### config.mk
export PLATFORM = sky130hd
export DESIGN_NAME = sram_ctrl
export DESIGN_NICKNAME = d
export VERILOG_FILES = /design/src/rtl/sram_ctrl.sv
export SDC_FILE = /design/constraint.sdc
export NUM_CORES = 1
export LEC_CHECK = 0
export BUFFER_PORTS_ARGS = -buffer_cell sky130_fd_sc_hd__buf_2
export CORE_MARGIN = 2
export CORE_UTILIZATION = 25
export DETAILED_ROUTE_END_ITERATION = 10
export GPL_TIMING_DRIVEN = 0
export PLACE_DENSITY = 0.44
export RECOVER_POWER = 25
export SLEW_MARGIN = 15
export SYNTH_ARGS = -nofsm -noshare
export SYNTH_HDL_FRONTEND = slang
export SYNTH_SLANG_ARGS = --single-unit
### constraint.sdc
create_clock -name clock -period 1.8 [get_ports clock]
set_clock_uncertainty 0.15 [all_clocks]
set_input_delay 0.36 -clock clock [delete_from_list [all_inputs] [get_ports clock]]
set_output_delay 0.36 -clock clock [all_outputs]
set_load 0.005 [all_outputs]
### src/rtl/sram_ctrl.sv
// Asynchronous SRAM burst controller: SETUP / ACCESS / HOLD beat sequencing with
// registered strobes, auto-incrementing address and per-beat write/read handshakes.
//
//   state  | meaning
//   IDLE   | strobes inactive, waiting for a read/write request
//   SETUP  | chip enabled, address settled, write word fetched
//   ACCESS | n_oe (read) or n_we+de (write) active for WAIT_CYC cycles
//   HOLD   | strobes released, address and write data held one cycle
module sram_ctrl #(
  parameter int DATA_W   = 8,
  parameter int ADDR_W   = 11,
  parameter int WAIT_CYC = 2,
  parameter int BL_W     = 4
) (
  input  logic              clock,
  input  logic              n_reset,
  input  logic              read,
  input  logic              write,
  input  logic [ADDR_W-1:0] addr_in,
  input  logic [BL_W-1:0]   burst_len,
  input  logic [DATA_W-1:0] wdata,
  output logic              wdata_ack,
  output logic [DATA_W-1:0] rdata,
  output logic              rdata_valid,
  output logic              busy,
  output logic              done,
  output logic [ADDR_W-1:0] sram_addr,
  output logic [DATA_W-1:0] sram_dq_out,
  input  logic [DATA_W-1:0] sram_dq_in,
  output logic              de,
  output logic              n_ce,
  output logic              n_oe,
  output logic              n_we
);

  typedef enum logic [1:0] {IDLE, SETUP, ACCESS, HOLD} state_t;

  localparam logic [3:0] WAIT_LAST = 4'(WAIT_CYC - 1);

  state_t            r_state;
  logic              r_is_wr;
  logic [BL_W-1:0]   r_beats;
  logic [3:0]        r_wait;
  logic              r_wdata_ack;
  logic [DATA_W-1:0] r_rdata;
  logic              r_rdata_valid;
  logic              r_busy;
  logic              r_done;
  logic [ADDR_W-1:0] r_sram_addr;
  logic [DATA_W-1:0] r_sram_dq_out;
  logic              r_de;
  logic              r_n_ce;
  logic              r_n_oe;
  logic              r_n_we;

  // Outputs are driven for the state being entered, so every port comes straight from a flop.
  always_ff @(posedge clock or negedge n_reset) begin
    if (!n_reset) begin
      r_state       <= IDLE;
      r_is_wr       <= 1'b0;
      r_beats       <= '0;
      r_wait        <= '0;
      r_wdata_ack   <= 1'b0;
      r_rdata       <= '0;
      r_rdata_valid <= 1'b0;
      r_busy        <= 1'b0;
      r_done        <= 1'b0;
      r_sram_addr   <= '0;
      r_sram_dq_out <= '0;
      r_de          <= 1'b0;
      r_n_ce        <= 1'b1;
      r_n_oe        <= 1'b1;
      r_n_we        <= 1'b1;
    end else begin
      r_wdata_ack   <= 1'b0;
      r_rdata_valid <= 1'b0;
      r_done        <= 1'b0;
      case (r_state)
        IDLE: begin
          if (write || read) begin
            r_is_wr     <= write;
            r_sram_addr <= addr_in;
            r_beats     <= burst_len;
            r_busy      <= 1'b1;
            r_n_ce      <= 1'b0;
            r_wdata_ack <= write;
            r_state     <= SETUP;
          end
        end
        SETUP: begin
          r_wait  <= WAIT_LAST;
          r_state <= ACCESS;
          if (r_is_wr) begin
            r_sram_dq_out <= wdata;
            r_n_we        <= 1'b0;
            r_de          <= 1'b1;
          end else begin
            r_n_oe <= 1'b0;
          end
        end
        ACCESS: begin
          if (r_wait == 4'd0) begin
            r_n_we  <= 1'b1;
            r_n_oe  <= 1'b1;
            r_done  <= (r_beats == '0);
            r_state <= HOLD;
            if (!r_is_wr) begin
              r_rdata       <= sram_dq_in;
              r_rdata_valid <= 1'b1;
            end
          end else begin
            r_wait <= r_wait - 4'd1;
          end
        end
        HOLD: begin
          r_de <= 1'b0;
          if (r_beats != '0) begin
            r_beats     <= r_beats - BL_W'(1);
            r_sram_addr <= r_sram_addr + ADDR_W'(1);
            r_wdata_ack <= r_is_wr;
            r_state     <= SETUP;
          end else begin
            r_busy  <= 1'b0;
            r_n_ce  <= 1'b1;
            r_state <= IDLE;
          end
        end
        default: r_state <= IDLE;
      endcase
    end
  end

  assign wdata_ack   = r_wdata_ack;
  assign rdata       = r_rdata;
  assign rdata_valid = r_rdata_valid;
  assign busy        = r_busy;
  assign done        = r_done;
  assign sram_addr   = r_sram_addr;
  assign sram_dq_out = r_sram_dq_out;
  assign de          = r_de;
  assign n_ce        = r_n_ce;
  assign n_oe        = r_n_oe;
  assign n_we        = r_n_we;

endmodule

# Word-level counts from Yosys, hierarchy flattened
# Index checks and enable logic that the tools add are counted.
[op_classes] n_addsub=3 n_mul=0 div_mod_pow=0 order_cmp=0 eq_ne=10 shift=0 muxes=33 bitwise=1 n_reduce_logical=18
[ops] operator="11-bit 2-to-1 mux" n=2
[ops] operator="11-bit one-hot mux with 2 select lines" n=1
[ops] operator="1-bit 2-to-1 mux" n=16
[ops] operator="4-bit one-hot mux with 2 select lines" n=2
[ops] operator="3-bit AND reduction" n=5
[ops] operator="2-bit inequality test (second input constant)" n=7
[ops] operator="4-bit 2-to-1 mux" n=3
[ops] operator="1-bit one-hot mux with 2 select lines" n=6
[ops] operator="11-bit by 1-bit adder with 11-bit output (second input constant)" n=1
[ops] operator="2-bit AND reduction" n=5
[ops] operator="4-bit logical NOT" n=2
[ops] operator="2-bit one-hot mux with 4 select lines" n=1
[ops] operator="4-bit by 1-bit subtractor with 4-bit output (second input constant)" n=2
[ops] operator="2-bit nonzero test" n=3
[ops] operator="2-bit equality test (second input constant)" n=2
[ops] operator="2-bit 2-to-1 mux" n=2
[ops] operator="4-bit nonzero test" n=1
[ops] operator="2-bit by 1-bit equality test with 1-bit output (second input constant)" n=1
[ops] operator="2-bit logical NOT" n=1
[ops] operator="1-bit logical OR" n=1
[ops] operator="1-bit NOT" n=1
[totals] register_bits=46 latchBits=0 ramBits=0 rom_bits=0 output_inout_bits=35 elab_cells=80 memories=0

# Logic depth before layout (Yosys ltp)
[depth] ltp_word=3 depth_mapped=8 depth_no_buf=6

# Worst setup path before layout
# No wires, ideal clock.
[synth_timing] kind="register to register" from="register r_beats[0]" to="register r_sram_addr[8] (netlist: sram_addr[8])" setup_time_ns=0.123 t_arrival_ns=1.658 path_slack_ns=-0.131 path_stages_with_launch=8 path_buffers=1 path_cell_list="dfrtp_1 -> inv_1 -> ha_1 -> nor3b_2 -> buf_6 -> nor4b_1 -> mux2_2 -> o221a_2"
[synth_via] elab_chain_len=3
[synth_lines] element="start, declared" line="42" text="logic [BL_W-1:0] r_beats;"
[synth_lines] element="start signal, assigned" line="83" text="r_beats <= burst_len;"
[synth_lines] element="start signal, assigned" line="118" text="r_beats <= r_beats - BL_W'(1);"
[synth_lines] element="4-bit nonzero test" line="117" text="if (r_beats != '0) begin"
[synth_lines] element="2-bit inequality test (no source line)"
[synth_lines] element="3-bit AND reduction (no source line)"
[synth_lines] element="end signal, assigned" line="82" text="r_sram_addr <= addr_in;"
[synth_lines] element="end signal, assigned" line="119" text="r_sram_addr <= r_sram_addr + ADDR_W'(1);"
[synth_lines] element="end, declared" line="49" text="logic [ADDR_W-1:0] r_sram_addr;"
# Every way passes these cells.
# A chain may end at the register's enable or synchronous reset.

# Worst setup path in the final report
[layout_timing] from="register r_beats[1]" to="register r_sram_addr[10] (netlist: sram_addr[10])"
# Same word-level chain as after synthesis.

==> results.md <==
- Run status: finished, violations left
- Failing checks: negative setup slack
- Synth Register Bits: 46
- Final setup margin: -0.113 ns
- Min Tclk post-route: 1.91 ns
- IO Pins: 70
- DR iter-0 viols: 97
- Type of the worst setup path: flip-flop to flip-flop
- Number of distinct library cells after synthesis: 53
- Critical Path Max Stage Delay: 0.48 ns
- Worst-Margin Slew: about 0.69 ns
- CP cell instances: inv_2 -> ha_4 -> nor3b_4 -> buf_4 -> or4_4 -> a311o_1
- Area grow syn2layout: 45.3%
- Via count: approximately 2,200
- PortBufs: 69
- Pin count of the biggest net entering global routing: 47
- Num CTS Buffers: 5
- Final Hold Viols: 0
- CTS tree: done
- Number of global-route vias before repair: roughly 2,100
- First-pass DRT Iterations: 4
- Clock root buffer: clkbuf_8
- Peak Freq: roughly 520 MHz
- Cell with the most instances after synthesis: dfrtp_1
- XOR/XNOR share of the synthesized area: less than 1%
- Synth top cells by count: 43 x dfrtp_1, 18 x mux2_2, 16 x nand2_1
- Initial antenna violation count: 0
- Nature of the critical path startpoint: flip-flop
- Leakage: 1.60 nW
- Max Root-Sink Buffers: 2
- Routed WL: ~6800 um
- RSZ-0062 raised after global routing: yes
- First-pass GRT wire length: around 11,000 um
- Rows: 36
- Clk_lat worst skew: 0.30 ns
- Final period util: 106%
- Max FO, Critical Path: 3
- Post-Synth Simple-Gate Area: 17.5%
- Post-DP HPWL: 4650 um
- Sequential fraction of the synthesis area: 47.2%
- Max-cap violations: 0
- Final Util: 36.9%
- Post-synthesis mux area share: ~9.9%
- Synth Area in Adders: 4.09%
- Post-synth EDFFs: 0
- Crit path max-delay family: simple AND/OR/NAND/NOR gates
- Yosys warns: 0
- WL/cell: approximately 14 um
- Required time worst endpoint: between 1.5 and 2 ns
- Synth top area cells: dfrtp_1 44%, mux2_2 8.3%, ha_1 4.1%
- Antenna Nets Post-Route: 0
- Dpl ws: -0.255 ns
- Initial Util: between 20% and 30%
- Post-Synthesis Cell Area: ~2400 um2
- Final Max Slew Viols: 0
- H-tree depth: 2
- R2R Setup Slk: -0.11 ns
- Synth Flop Type: dfrtp_1
- Total Power: around 5.9 mW
- Antenna Cells: 0
- Final setup violation count: 12
- Layout cells sized above 1: between 50 and 60%
- WP buf/inv: 2
- Synth top area share: 44.0%
- GRT Util Overall: between 10 and 15%
- # DRC: 0
- Die W: slightly above 100 um
- Syn_area_per_cell: 10.5 um2
- Fraction of registers with async set or reset after synthesis: 100%
- Largest area contributor in the synthesized netlist: dfrtp_1
- Die height: 103 um
- CTS Sinks: 46
- Final GP Congestion: 0.772
- Synth Instances: around 230
- VDD IR max: around 540 uV
- Layout Nets: 385
- Core Area: 9640 um2
- CP endpoint kind: flip-flop
- CTS clock-pin slew for the worst setup and hold paths: ~0.090 ns
- Crit-path slowest cell: or4_4
- Hold crit path type: input port to flip-flop
- Largest family of logic cells by synthesized area: simple AND/OR/NAND/NOR gates
- Worst EP arrival: between 1.5 and 2 ns
- Relative slew slack: 54.3%
- Net Count, Synth: 277
- Via density: 4.62
- Pwr per Cell Area: ~1700 nW/um2
- Compound-Gate Fraction of Synth Area: 16.2%
- Die area: 10,600 um2
- WHS: between 0.1 and 0.15 ns
- GR Overflow Total: 0
==> report_power, final <==
part	switching (mW)	total (mW)	internal (mW)
combinational	1.53	3.29	1.76
sequential	0.427	1.93	1.51
clock	0.373	0.648	0.275
total	2.33	5.87	3.54
==> worst register-to-register path, cell delays in order, from the launching register on <==
cell	delay (ns)
dfrtp_1	0.37
inv_2	0.06
ha_4	0.16
nor3b_4	0.15
buf_4	0.14
or4_4	0.48
a311o_1	0.29
==> per-stage QoR <==
| stage | setup TNS (ns) | instance area, um2 | std cells |
|---|---|---|---|
| 2_1_floorplan | -0.101 | 2510 | 234 |
| 3_3_place_gp | -4.75 | 3020 | 436 |
| 3_5_place_dp | -4.94 | 3020 | 436 |
| 4_1_cts | -0.661 | 3430 | 467 |
| 5_1_grt | -1.94 | 3550 | 476 |
| 6_report | -0.472 | 3550 | 476 |
==> cell type report <==
| class | instances | area [um2] |
|---|---|---|
| multi-input combinational | 165 | 1380 |
| fill | 1012 | 6080 |
| clock inverter | 2 | 13.8 |
| tap | 133 | 166 |
| clock buffer | 6 | 72.6 |
| inverter | 13 | 48.8 |
| buffer | 10 | 101 |
| sequential | 46 | 1150 |
| timing repair buffer | 101 | 619 |
==> sequential cells by signal (all words and copies together), names as in the netlist <==
| register | cells |
|---|---|
| busy | 1 |
| de | 1 |
| done | 1 |
| n_ce | 1 |
| n_oe | 1 |
| n_we | 1 |
| r_beats | 4 |
| r_is_wr | 1 |
| r_state | 2 |
| r_wait | 4 |
| rdata | 8 |
| rdata_valid | 1 |
| sram_addr | 11 |
| sram_dq_out | 8 |
| wdata_ack | 1 |
==> placed cells by master, fill, tap and decap left out, types with 3 or more instances in the layout <==
cell type / count
a21o_1: 3
a21oi_1: 11
a31oi_1: 3
buf_2: 70
buf_4: 28
buf_6: 6
clkbuf_8: 5
dfrtp_1: 43
dfstp_2: 3
ha_4: 4
inv_1: 8
inv_2: 5
mux2_2: 17
mux2i_1: 4
nand2_1: 14
nand2b_1: 3
nand3_1: 9
nand3b_1: 3
nand4_1: 4
nor2_1: 10
nor2b_1: 3
nor3_1: 6
nor3b_1: 3
nor3b_4: 3
o21ai_0: 5
o21ai_1: 8
o22ai_1: 5
or3b_4: 3
==> layer usage <==
| metal | track usage, % | wire length, um | vias up |
|---|---|---|---|
| met3 | 2.44 | 222 | 4 |
| met5 | 0 | 0 | - |
| li1 | - | - | 1088 |
| met4 | 3.44 | 76 | 0 |
| met1 | 17.3 | 3070 | 1078 |
| met2 | 21.5 | 3470 | 30 |
==> final timing paths <==
kind	from	end	cells after the start
min	wdata[0]	sram_dq_out[0]$_DFFE_PN0P_	2
max in group asynchronous	n_reset	wdata_ack$_DFF_PN0_	2
max	r_beats[1]$_DFFE_PN0P_	sram_addr[10]$_DFFE_PN0P_	6
min in group asynchronous	n_reset	sram_addr[0]$_DFFE_PN0P_	2
max reg2reg	r_beats[1]$_DFFE_PN0P_	sram_addr[10]$_DFFE_PN0P_	6
min reg2reg	rdata[2]$_DFFE_PN0P_	rdata[2]$_DFFE_PN0P_	1
==> cells by family after synthesis <==
group | count (synthesis)
AO/OA/AOI/OAI | 58
flip-flops | 46
adder cells (fa/ha/maj) | 8
buffers and inverters | 23
AND/OR/NAND/NOR | 76
XOR/XNOR | 1
multiplexers | 22
==> repair_timing <==
item                                   CTS  global route
resized for setup                       32            16
setup endpoints to repair               37            28
buffers inserted                        23             8
hold buffers                             0             1
endpoints found under the hold margin    0            43
pin swaps                               15            17
No activity file was read; power rests on OpenSTA's default activity.
